## config.mk

```make
export PLATFORM = sky130hd
export DESIGN_NAME = amstrad_mem_arbiter
export DESIGN_NICKNAME = d
export VERILOG_FILES = /design/src/rtl/amstrad_mem_pkg.sv /design/src/rtl/amstrad_arb_prio.sv /design/src/rtl/amstrad_mem_arbiter.sv
export SDC_FILE = /design/constraint.sdc
export NUM_CORES = 1
export LEC_CHECK = 0
export ABC_AREA = 1
export CORE_MARGIN = 2
export CORE_UTILIZATION = 55
export DETAILED_ROUTE_END_ITERATION = 16
export DONT_BUFFER_PORTS = 1
export GPL_ROUTABILITY_DRIVEN = 0
export PLACE_DENSITY = 0.7
export SLEW_MARGIN = 5
export SYNTH_ARGS = -nofsm -noshare
export SYNTH_HDL_FRONTEND = slang
export SYNTH_HIERARCHICAL = 1
export SYNTH_SLANG_ARGS = --single-unit
```

## constraint.sdc

```tcl
create_clock -name clk -period 2.45 [get_ports clk]
set_input_delay 0.1225 -clock clk [delete_from_list [all_inputs] [get_ports clk]]
set_output_delay 0.1225 -clock clk [all_outputs]
set_load 0.01 [all_outputs]
```

## src/rtl/amstrad_mem_pkg.sv

```systemverilog
// Shared constants for the Amstrad RAM arbiter: requester indices, FSM states, RAM geometry.
package amstrad_mem_pkg;

  localparam int RAM_AW = 22;

  localparam logic [1:0] P_VID = 2'd0;
  localparam logic [1:0] P_CPU = 2'd1;
  localparam logic [1:0] P_LD  = 2'd2;

  typedef enum logic [1:0] {
    S_IDLE  = 2'd0,
    S_ISSUE = 2'd1,
    S_WAIT  = 2'd2
  } state_t;

  // Byte lane enable for a byte-wide write into a 16-bit word.
  function automatic logic [1:0] byte_be(input logic a0);
    return a0 ? 2'b10 : 2'b01;
  endfunction

endpackage

```

## src/rtl/amstrad_arb_prio.sv

```systemverilog
// Combinational winner select: video > CPU > loader, loader jumps the CPU once starved.
module amstrad_arb_prio
  import amstrad_mem_pkg::*;
#(
  parameter int LD_MAX_WAIT = 4
) (
  input  logic [2:0] pend,
  input  logic [3:0] ld_starve,
  output logic       gnt_vld,
  output logic [1:0] gnt_idx
);

  localparam logic [3:0] LD_MAX4 = 4'(LD_MAX_WAIT);

  always_comb begin
    gnt_vld = |pend;
    gnt_idx = P_VID;
    if (pend[P_VID]) begin
      gnt_idx = P_VID;
    end else if (pend[P_LD] && (!pend[P_CPU] || ld_starve >= LD_MAX4)) begin
      gnt_idx = P_LD;
    end else if (pend[P_CPU]) begin
      gnt_idx = P_CPU;
    end
  end

endmodule

```

## src/rtl/amstrad_mem_arbiter.sv

```systemverilog
// Shares one 16-bit RAM between video, Z80 and loader; one access in flight, req held until ack.
// Completion pulses (and read data) appear the cycle after ram_ack; 3 clk + RAM latency per access.
module amstrad_mem_arbiter
  import amstrad_mem_pkg::*;
#(
  parameter logic [21:0] VID_BASE    = 22'h000000,
  parameter int          LD_MAX_WAIT = 4
) (
  input  logic              clk,
  input  logic              reset_n,
  input  logic              cpu_req,
  input  logic              cpu_we,
  input  logic [22:0]       cpu_addr,
  input  logic [7:0]        cpu_wdata,
  output logic [7:0]        cpu_rdata,
  output logic              cpu_done,
  input  logic              vid_req,
  input  logic [14:0]       vid_addr,
  output logic [15:0]       vid_rdata,
  output logic              vid_valid,
  input  logic              ld_req,
  input  logic [22:0]       ld_addr,
  input  logic [7:0]        ld_wdata,
  output logic              ld_done,
  output logic              ram_req,
  output logic              ram_we,
  output logic [RAM_AW-1:0] ram_addr,
  output logic [1:0]        ram_be,
  output logic [15:0]       ram_wdata,
  input  logic              ram_ack,
  input  logic [15:0]       ram_rdata,
  output logic              overrun
);

  state_t      state, state_n;
  logic [2:0]  pend, pend_set, pend_clr;
  logic [3:0]  ld_starve;
  logic [1:0]  win;
  logic        gnt_vld;
  logic [1:0]  gnt_idx;
  logic        grant, complete;

  logic [22:0] cpu_a;
  logic        cpu_w;
  logic [7:0]  cpu_d;
  logic [14:0] vid_a;
  logic [22:0] ld_a;
  logic [7:0]  ld_d;

  amstrad_arb_prio #(
    .LD_MAX_WAIT (LD_MAX_WAIT)
  ) u_prio (
    .pend      (pend),
    .ld_starve (ld_starve),
    .gnt_vld   (gnt_vld),
    .gnt_idx   (gnt_idx)
  );

  always_ff @(posedge clk) begin
    if (!reset_n) state <= S_IDLE;
    else          state <= state_n;
  end

  always_comb begin
    state_n  = state;
    grant    = 1'b0;
    complete = 1'b0;
    case (state)
      S_IDLE: begin
        grant = gnt_vld;
        if (gnt_vld) state_n = S_ISSUE;
      end
      S_ISSUE: state_n = S_WAIT;
      S_WAIT: begin
        complete = ram_ack;
        if (ram_ack) state_n = S_IDLE;
      end
      default: state_n = S_IDLE;
    endcase
  end

  // A request only lands in an empty slot; the slot empties on the ack edge, so a
  // request made in the ack cycle itself is dropped and flagged.
  always_comb begin
    pend_set = {ld_req & ~pend[P_LD], cpu_req & ~pend[P_CPU], vid_req & ~pend[P_VID]};
    pend_clr = '0;
    if (complete) pend_clr[win] = 1'b1;
  end

  always_ff @(posedge clk) begin
    if (!reset_n) begin
      pend      <= '0;
      ld_starve <= '0;
      win       <= P_VID;
      overrun   <= 1'b0;
      cpu_a     <= '0;
      cpu_w     <= 1'b0;
      cpu_d     <= '0;
      vid_a     <= '0;
      ld_a      <= '0;
      ld_d      <= '0;
      ram_req   <= 1'b0;
      ram_we    <= 1'b0;
      ram_addr  <= '0;
      ram_be    <= '0;
      ram_wdata <= '0;
      cpu_rdata <= '0;
      cpu_done  <= 1'b0;
      vid_rdata <= '0;
      vid_valid <= 1'b0;
      ld_done   <= 1'b0;
    end else begin
      cpu_done  <= 1'b0;
      vid_valid <= 1'b0;
      ld_done   <= 1'b0;
      pend      <= (pend & ~pend_clr) | pend_set;
      overrun   <= overrun | (|({ld_req, cpu_req, vid_req} & pend));

      if (pend_set[P_CPU]) begin
        cpu_a <= cpu_addr;
        cpu_w <= cpu_we;
        cpu_d <= cpu_wdata;
      end
      if (pend_set[P_VID]) vid_a <= vid_addr;
      if (pend_set[P_LD]) begin
        ld_a <= ld_addr;
        ld_d <= ld_wdata;
      end

      if (grant) begin
        ram_req <= 1'b1;
        win     <= gnt_idx;
        case (gnt_idx)
          P_VID: begin
            ram_addr  <= VID_BASE + {7'd0, vid_a};
            ram_we    <= 1'b0;
            ram_be    <= 2'b11;
            ram_wdata <= '0;
          end
          P_CPU: begin
            ram_addr  <= cpu_a[22:1];
            ram_we    <= cpu_w;
            ram_be    <= cpu_w ? byte_be(cpu_a[0]) : 2'b11;
            ram_wdata <= {cpu_d, cpu_d};
          end
          default: begin
            ram_addr  <= ld_a[22:1];
            ram_we    <= 1'b1;
            ram_be    <= byte_be(ld_a[0]);
            ram_wdata <= {ld_d, ld_d};
          end
        endcase
        if (gnt_idx == P_LD)                       ld_starve <= '0;
        else if (pend[P_LD] && ld_starve != 4'hF) ld_starve <= ld_starve + 4'd1;
      end

      if (complete) begin
        ram_req <= 1'b0;
        case (win)
          P_VID: begin
            vid_valid <= 1'b1;
            vid_rdata <= ram_rdata;
          end
          P_CPU: begin
            cpu_done <= 1'b1;
            if (!cpu_w) cpu_rdata <= cpu_a[0] ? ram_rdata[15:8] : ram_rdata[7:0];
          end
          default: ld_done <= 1'b1;
        endcase
      end
    end
  end

endmodule

```

==> qor.csv, run 1 <==
stage,metric,value,unit
pwr,PD cells,806,nW/um^2
die,core area,10800,sq um
die,Die ar.,11900,sq um
clock_tree,clock sinks,151,
sta,actual slew at the worst max-slew pin,0.923,ns
setup_path,kind of critical path,register to register,
job,max cap viols,0,
global_routing,initial antenna violation count,1,
clock_tree,TritonCTS Buffers,17,
global_routing,vias in the first global route,5760,
placed_design,hpwl dp,9.99,mm
clock_tree,Max clock buf depth,2,
detailed_routing,DR DRC count,0,
finish,share of layout cells above drive strength 1,0.0630,
die,starting density of the core,0.561,
detailed_routing,DRT Pass-1 Iters,5,
setup_path,CP required,2.93,ns
synth,synth unique cells,29,
sta,# setup viols final,0,
pwr,Psw,0.00173,W
pwr,clock share of power,0.400,
status,status,completed,
detailed_routing,Initial DRC Count,556,
setup_path,r2r worst-path depth,8,
synth,main flop type after synthesis,dfxtp_1,
hold_path,Min-Delay Endpoint,ld_a[10],
pwr,sw frac,0.278,
sta,period utilization,0.932,
global_routing,global route overflow,0,
hold_path,type of the worst min-delay path,primary input to register,
die,Die H,109,microns
hold_path,min-delay src,ld_req,
hold_path,Hold Path Depth,4,
clock_tree,later-pin clock latency in the skew report,0.53,ns
finish,Fillers,818,
pwr,Pleak,3.16,nW
sta,Fin. Hold Viols,0,
sta,Peak Freq,438,MHz
synth,"EDFF count, synth",0,
sta,final setup margin,0.166,ns
synth,commonest cells in the netlist,"dfxtp_1, nor2_1, o21ai_0, a21oi_1, nand2_1",
sta,Final TNS setup,0,ns
detailed_routing,Via density,5.46,
synth,Yosys warnings,6,
synth,synth top area cells,"dfxtp_1, o21ai_0, a21oi_1",
detailed_routing,post-route ant nets,0,
finish,Seq. cell area,3020,sq um
global_routing,largest net degree at the start of global routing,130,
setup_path,Worst Path Max Fanout,16,
synth,synthesized instance count,810,
global_routing,GRT Total Usage,0.292,
pwr,Seq pwr share,0.458,
clock_tree,Clock transition at path regs,0.06,ns
finish,multi-input combinational cell area,2350,sq um
setup_path,CP Launch Type,register,
synth,"area leader, netlist",dfxtp_1,
pwr,combinational group share of total power,0.143,
synth,Yosys reg bits,151,
clock_tree,Root Driver,clkbuf_8,
global_routing,first-pass GRT wire length,26.7,mm
setup_path,Critical Path End Type,register,
sta,RSZ-0062 raised after global routing,false,
detailed_routing,via count,5712,
setup_path,reg-to-reg setup timing slack,0.17,ns
synth,post-synth top area share,0.500,
pwr,Peak VDD IR,0.622,mV
setup_path,Worst EP arrival,2.76,ns
sta,Tmin final,2.28,ns
setup_path,worst r2r src,state[1],
sta,Max Transition Viols Final,0,
clock_tree,CTS tree,done,
synth,"count leader, synth",dfxtp_1,
sta,Worst Skew,0.00605,ns
finish,Syn-to-layout area delta,27.4,%
sta,Slew Limit Headroom,0.383,
placed_design,# port buffers,0,
die,Die Wd,109,microns
clock_tree,H-tree depth,4,
setup_path,reg2reg end,cpu_rdata[5],
pwr,Int Pwr,0.00448,W
placed_design,pre-CTS setup slack,0.0846,ns
setup_path,Critical Path Start,state[1],
synth,syn_area_per_cell,7.47,sq um
synth,syn nets,911,
synth,ys async rst share,0,
synth,"Seq/Total Area, Yosys",0.500,
detailed_routing,WL final,16.9,mm
finish,final layout net count,993,
die,# IOs,170,
die,Cell Rows,38,
detailed_routing,DR WL/cell,16.2,microns
synth,synthesized area,6050,sq um
[worst max-delay path by stage]
stage / slack (ns) / cells past startpoint / endpoint
floorplan: 1.02 / 10 / ld_starve[3]
global placement: 0.22 / 4 / ld_d[0]
detailed placement: 0.08 / 4 / ld_d[0]
CTS: 0.07 / 4 / ld_a[16]
global route: 0.03 / 8 / cpu_rdata[5]
finish: 0.17 / 8 / cpu_rdata[5]
[sequential cells by signal, indices dropped and copies added, names as in the netlist]
| signal | flops |
|---|---|
| cpu_a | 23 |
| cpu_d | 8 |
| cpu_done | 1 |
| cpu_rdata | 8 |
| cpu_w | 1 |
| ld_a | 23 |
| ld_d | 8 |
| ld_done | 1 |
| ld_starve | 4 |
| overrun | 1 |
| pend | 3 |
| ram_addr | 22 |
| ram_be | 2 |
| ram_req | 1 |
| ram_wdata | 8 |
| ram_we | 1 |
| state | 2 |
| vid_a | 15 |
| vid_rdata | 16 |
| vid_valid | 1 |
| win | 2 |
[logic make-up after synthesis]
logic type      share of synthesized area
compound gates                      0.216
fa+ha+maj                         0.00207
buf+inv                             0.113
flops                               0.500
simple gates                        0.170
[metal layers]
metal  share of wire  global-route usage  wire length (microns)  vias up
li1                -                   -                      -     2782
met1            0.39               0.322                   6540     2625
met2            0.50               0.500                   8400      261
met3           0.092               0.110                   1550       44
met4           0.027               0.131                    453        0
met5               0                   0                      0        -
[timing repair]
action,CTS,global route
endpoints found under the setup margin,0,24
buffers inserted,0,0
hold buffers,116,0
resized for setup,0,1
hold endpoints to repair,149,0
[worst max-delay path: stages (launching register included)]
cell and delay (ns):
dfxtp_1 0.38, nand3_2 0.16, nor2_2 0.16, nand3_4 0.17, nand2_1 0.11, nand2_1 0.05, dlygate4sd3_1 0.56, nor2_1 0.08
dlygate4sd3_1 0.55
[power groups by stage]
stage	combinational, W	clock, W	sequential, W
6_report	0.000887	0.00248	0.00284
5_1_grt	0.000989	0.00262	0.00286
4_1_cts	0.000864	0.00251	0.00284
3_5_place_dp	0.000666	0	0.00289
2_1_floorplan	0.000573	0	0.00284
3_3_place_gp	0.000645	0	0.00288
[per-stage QoR]
stage	std cells	hold WS, ns	cell area [sq um]	power [W]	utilization
after floorplan	810	0.257	6050	0.00341	-
after global placement	897	0.254	5960	0.00353	0.552
after detailed placement	897	0.257	5960	0.00355	0.552
after CTS	1045	0.134	7700	0.00621	0.713
after global routing	1045	0.0533	7700	0.00648	0.714
final	1046	0.0194	7700	0.00621	0.714
[cells in the final DEF, fill, tap and decap left out, types with 7 or more instances in the layout]
cell and count:
a21oi_1 104, o21ai_1 17, inv_2 7, nor2_1 118
dlygate4sd3_1 115, nand3_1 16, nand2_1 103, clkbuf_16 16
dfxtp_1 151, inv_1 87, o21ai_0 105, o22ai_1 23
[layout make-up]
type                    instances  area share
diodes                          1    0.000325
repair buffers                121       0.159
multi-input cells             505       0.305
well taps                     140      0.0227
inverters                      96      0.0474
flip-flops and latches        151       0.392
clock buffers                  19      0.0560
clock inverters                13      0.0171
Note: power is estimated with default switching activity, not from simulation.
==> run 2, diff against run 1 <==
--- a/config.mk
+++ b/config.mk
@@ -6,12 +6,13 @@
 export NUM_CORES = 1
 export LEC_CHECK = 0
 export ABC_AREA = 1
-export CORE_MARGIN = 2
+export CORE_MARGIN = 5
 export CORE_UTILIZATION = 55
 export DETAILED_ROUTE_END_ITERATION = 16
 export DONT_BUFFER_PORTS = 1
 export GPL_ROUTABILITY_DRIVEN = 0
 export PLACE_DENSITY = 0.7
+export SETUP_SLACK_MARGIN = 0.3
 export SLEW_MARGIN = 5
 export SYNTH_ARGS = -nofsm -noshare
 export SYNTH_HDL_FRONTEND = slang
==> qor.csv, run 2 (same netlist as run 1, synthesis figures left out) <==
stage,metric,value,unit
clock_tree,H-tree depth,4,
global_routing,first-pass GRT wire length,27.5,mm
sta,Slew Limit Headroom,0.390,
die,core area,10800,sq um
detailed_routing,DRT Pass-1 Iters,7,
finish,"commonest non-fill, non-tap cells in the layout","dfxtp_1, nor2_1, dlygate4sd3_1",
pwr,Peak VDD IR,0.601,mV
sta,Final TNS setup,0,ns
setup_path,kind of critical path,register to register,
detailed_routing,DR DRC count,0,
setup_path,CP max-delay cell,dfxtp_1,
sta,Worst Skew,0.00648,ns
detailed_routing,WL final,16.8,mm
finish,final layout net count,991,
pwr,PD cells,814,nW/um^2
setup_path,worst-path cell chain,nor2_1 > nand2_1 > nand2_1 > nor2_1 > clkinv_2 > nand2_4 > o22ai_1 > inv_1 > a21oi_1,
setup_path,CP required,2.86,ns
setup_path,Worst Path Max Fanout,23,
sta,Max Transition Viols Final,0,
clock_tree,clock sinks,151,
die,Cell Rows,38,
sta,Peak Freq,516,MHz
placed_design,hpwl dp,10.3,mm
die,Die Wd,115,microns
finish,final core occ,0.714,
detailed_routing,via count,5649,
global_routing,initial antenna violation count,0,
setup_path,Top delay family on crit path,simple AND/OR/NAND/NOR gates,
sta,# setup viols final,0,
detailed_routing,Via density,5.42,
finish,Antenna diodes,0,
setup_path,worst path buffer plus inverter count,2,
sta,actual slew at the worst max-slew pin,0.913,ns
clock_tree,later-pin clock latency in the skew report,0.53,ns
setup_path,Crit path largest cell delay,0.40,ns
die,Die H,115,microns
pwr,Pleak,3.16,nW
setup_path,Critical Path End Type,register,
sta,Fin. Hold Viols,6,
clock_tree,Max clock buf depth,2,
global_routing,vias in the first global route,5687,
sta,worst hold slack,-0.0222,ns
status,violations in the final reports,hold timing,
global_routing,GRT Total Usage,0.262,
finish,Fillers,803,
detailed_routing,Initial DRC Count,351,
clock_tree,# Post-CTS Setup Buffers,0,
sta,Tmin final,1.94,ns
setup_path,CP Launch Type,register,
clock_tree,TritonCTS Buffers,17,
global_routing,global route overflow,0,
sta,RSZ-0062 raised after global routing,false,
sta,period utilization,0.790,
hold_path,type of the worst min-delay path,primary input to register,
clock_tree,CTS tree,done,
global_routing,largest net degree at the start of global routing,130,
detailed_routing,DR WL/cell,16.1,microns
die,Die ar.,13200,sq um
die,starting density of the core,0.561,
finish,share of layout cells above drive strength 1,0.0665,
detailed_routing,post-route ant nets,0,
job,max cap viols,0,
clock_tree,Root Driver,clkbuf_8,
finish,multi-input combinational cell area,2370,sq um
setup_path,Worst EP arrival,2.35,ns
finish,top flop regs,"cpu_a (23), ld_a (23), ram_addr (22)",
die,# IOs,170,
clock_tree,Clock transition at path regs,0.06,ns
finish,Seq. cell area,3020,sq um
finish,Syn-to-layout area delta,27.4,%
status,status,"finished, violations left",
placed_design,# port buffers,0,
finish,"commonest non-fill, non-tap cell in the layout",dfxtp_1,
run 2: cell count changes in the layout (fill, tap and decap cells not counted), sizes merged:
cell         change
buf              +1
clkbuf           -2
dlygate4sd3      -3
bufinv           +1
diode            -1
run 2: layer usage:
metal	global-route usage	vias up	share of wire
li1	-	2769	-
met1	0.315	2631	0.40
met2	0.435	219	0.48
met3	0.0832	30	0.092
met4	0.106	0	0.024
met5	0	-	0
run 2: path summary, 6_finish.rpt:
| check | start | to | slack, ns | cells after the start |
|---|---|---|---|---|
| worst max-delay path | ld_starve[2] | ram_addr[5] | 0.51 | 9 |
| worst min-delay path | reset_n | cpu_rdata[2] | -0.02 | 3 |
| worst max register to register | ld_starve[2] | ram_addr[5] | 0.51 | 9 |
| worst min register to register | cpu_a[13] | cpu_a[13] | 0.46 | 2 |
run 2: worst register-to-register path, stage by stage (launching register included):
cell      delay, ns
dfxtp_1        0.40
nor2_1         0.07
nand2_1        0.09
nand2_1        0.05
nor2_1         0.17
clkinv_2       0.37
nand2_4        0.33
o22ai_1        0.17
inv_1          0.09
a21oi_1        0.07
run 2: area by class of cell:
cell class	instances	share of cell area
clock buffer	17	0.0537
multi-input combinational	505	0.308
inverter	96	0.0484
sequential	151	0.392
tap	140	0.0227
timing repair buffer	119	0.155
clock inverter	14	0.0206
run 2: through the flow:
step | power, W | setup slack (ns) | instance area [sq um] | instances
floorplan | 0.00341 | 1.02 | 6050 | 810
global placement | 0.00353 | 0.245 | 5950 | 898
detailed placement | 0.00356 | 0.0971 | 5950 | 898
CTS | 0.00627 | 0.310 | 7680 | 1042
global route | 0.00656 | 0.311 | 7710 | 1042
finish | 0.00627 | 0.513 | 7710 | 1042
run 2: power by group:
group	total, W	switching (W)	internal (W)
Sequential	0.00284	0.000173	0.00267
Clock	0.00255	0.00101	0.00153
Combinational	0.000885	0.000533	0.000352
run 2: what timing repair did:
action                                 4_1_cts  5_1_grt
endpoints found under the hold margin      149        0
setup endpoints to repair                   32       45
cloned                                       0        0
gates resized for setup                      1        9
hold buffers                               113        0
==> run 3, diff against run 2 <==
==> constraint.sdc (replaced) <==
create_clock -name clk -period 1.95 [get_ports clk]
set_input_delay 0.0975 -clock clk [delete_from_list [all_inputs] [get_ports clk]]
set_output_delay 0.0975 -clock clk [all_outputs]
set_load 0.01 [all_outputs]
==> qor.csv, run 3 (same netlist as run 1, synthesis figures left out) <==
stage,metric,value,unit
status,status,"finished, violations left",
status,violations in the final reports,hold timing,
clock_tree,Max clock buf depth,2,
detailed_routing,met3 routed WL,1.69,mm
sta,Worst Skew,0.00680,ns
die,Die H,115,microns
setup_path,reg2reg end,ram_be[0],
pwr,Pleak,2.96,nW
finish,Antenna diodes,0,
setup_path,Critical Path End Type,register,
setup_path,Worst EP arrival,1.98,ns
sta,Max Transition Viols Final,0,
setup_path,kind of critical path,register to register,
detailed_routing,DRT Pass-1 Iters,5,
setup_path,worst r2r src,ld_starve[2],
placed_design,hpwl dp,10.8,mm
global_routing,first-pass GRT wire length,25.7,mm
setup_path,worst-path cell chain,nor2_1 > nand2_1 > nand2_1 > nor2_4 > inv_4 > buf_6 > nor2_1 > nor3_1 > a21oi_1,
setup_path,Top delay family on crit path,simple AND/OR/NAND/NOR gates,
clock_tree,CTS tree,done,
sta,Final TNS setup,0,ns
pwr,clock share of power,0.417,
sta,# setup viols final,0,
setup_path,CP required,2.36,ns
global_routing,global route overflow,0,
pwr,combinational group share of total power,0.130,
placed_design,# port buffers,0,
sta,Tmin final,1.57,ns
detailed_routing,post-route ant nets,0,
die,Cell Rows,38,
detailed_routing,DR WL/cell,16.8,microns
clock_tree,H-tree depth,4,
sta,Peak Freq,637,MHz
hold_path,type of the worst min-delay path,primary input to register,
pwr,Seq pwr share,0.453,
die,Die ar.,13200,sq um
detailed_routing,met1 WL,6.36,mm
pwr,Psw,0.00209,W
detailed_routing,DR DRC count,0,
job,max cap viols,0,
die,Die Wd,115,microns
finish,"commonest non-fill, non-tap cells in the layout","dfxtp_1, nor2_1, o21ai_0",
finish,top flop regs,"cpu_a (23), ld_a (23), ram_addr (22)",
hold_path,min-delay src,reset_n,
sta,Fin. Hold Viols,118,
clock_tree,later-pin clock latency in the skew report,0.53,ns
die,starting density of the core,0.561,
setup_path,CP Launch Type,register,
detailed_routing,WL final,16.6,mm
hold_path,Min-Delay Endpoint,cpu_rdata[1],
detailed_routing,via count,5475,
setup_path,worst path buffer plus inverter count,2,
finish,Syn-to-layout area delta,19.1,%
sta,period utilization,0.805,
die,# IOs,170,
detailed_routing,Initial DRC Count,487,
clock_tree,Clock transition at path regs,0.06,ns
global_routing,vias in the first global route,5289,
clock_tree,TritonCTS Buffers,17,
hold_path,Hold Path Depth,2,
sta,Slew Limit Headroom,0.475,
finish,share of layout cells above drive strength 1,0.0914,
setup_path,reg-to-reg setup timing slack,0.38,ns
finish,Fillers,901,
detailed_routing,Via density,5.51,
setup_path,Worst Path Max Fanout,13,
sta,actual slew at the worst max-slew pin,0.786,ns
pwr,Int Pwr,0.00583,W
detailed_routing,WL met2,8.20,mm
global_routing,largest net degree at the start of global routing,130,
clock_tree,Root Driver,clkbuf_8,
setup_path,r2r worst-path depth,9,
sta,worst hold slack,-0.300,ns
global_routing,initial antenna violation count,0,
setup_path,CP max-delay cell,dfxtp_2,
sta,RSZ-0062 raised after global routing,false,
clock_tree,clock sinks,151,
detailed_routing,top sig layer,met4,
setup_path,Crit path largest cell delay,0.34,ns
finish,"commonest non-fill, non-tap cell in the layout",dfxtp_1,
pwr,Peak VDD IR,0.776,mV
global_routing,GRT Total Usage,0.246,
finish,final layout net count,941,
pwr,sw frac,0.263,
die,core area,10800,sq um
pwr,PD cells,1100,nW/um^2
## run 3: area by class of cell
cell class | instances | area [sq um] | area share
Clock buffer | 24 | 480 | 0.0667
Clock inverter | 8 | 119 | 0.0165
Inverter | 96 | 374 | 0.0519
Multi-Input combinational cell | 505 | 2370 | 0.329
Sequential cell | 151 | 3030 | 0.420
Tap cell | 140 | 175 | 0.0243
Timing Repair Buffer | 69 | 659 | 0.0915
## run 3: metal layers
layer	global-route usage	vias to the layer above
met3	0.0858	31
met2	0.422	232
met1	0.280	2543
met4	0.103	0
li1	-	2669
met5	0	-
## run 3: power groups by stage
stage / Clock, W / Sequential [W] / Combinational [W]
after global placement: 0 / 0.00364 / 0.000836
after floorplan: 0 / 0.00357 / 0.000720
after CTS: 0.00333 / 0.00358 / 0.000973
after detailed placement: 0 / 0.00364 / 0.000863
final: 0.00330 / 0.00358 / 0.00103
after global routing: 0.00346 / 0.00362 / 0.00115
## run 3: timing repair
action,4_1_cts,5_1_grt
hold buffers,40,7
pin swaps,1,1
endpoints found under the setup margin,32,64
buffers inserted,5,6
endpoints found under the hold margin,149,118
resized for setup,5,12
## run 3: worst max-delay path by stage
stage                             from           end  slack (ns)  cells past startpoint
after floorplan           ld_starve[2]  ld_starve[3]        0.52                     10
after global placement    ld_starve[2]  ld_starve[3]        0.29                     10
after detailed placement       pend[1]   ram_addr[2]        0.18                      8
after CTS                 ld_starve[2]     ram_be[1]        0.30                     10
after global routing      ld_starve[2]     ram_be[0]        0.27                      9
final                     ld_starve[2]     ram_be[0]        0.38                      9
## run 3: per-stage QoR
step | worst slack [ns] | util | instances | total power, W | area [sq um]
6_report | 0.380 | 0.668 | 993 | 0.00792 | 7210
5_1_grt | 0.268 | 0.668 | 993 | 0.00823 | 7210
4_1_cts | 0.300 | 0.653 | 980 | 0.00788 | 7050
3_5_place_dp | 0.183 | 0.555 | 903 | 0.00451 | 5990
3_3_place_gp | 0.286 | 0.555 | 903 | 0.00447 | 5990
2_1_floorplan | 0.523 | - | 810 | 0.00429 | 6050
## run 3: worst reg2reg max path, cell delays in order, from the launching register on
cell	delay [ns]
dfxtp_2	0.34
nor2_1	0.10
nand2_1	0.09
nand2_1	0.12
nor2_4	0.06
inv_4	0.14
buf_6	0.18
nor2_1	0.07
nor3_1	0.26
a21oi_1	0.09
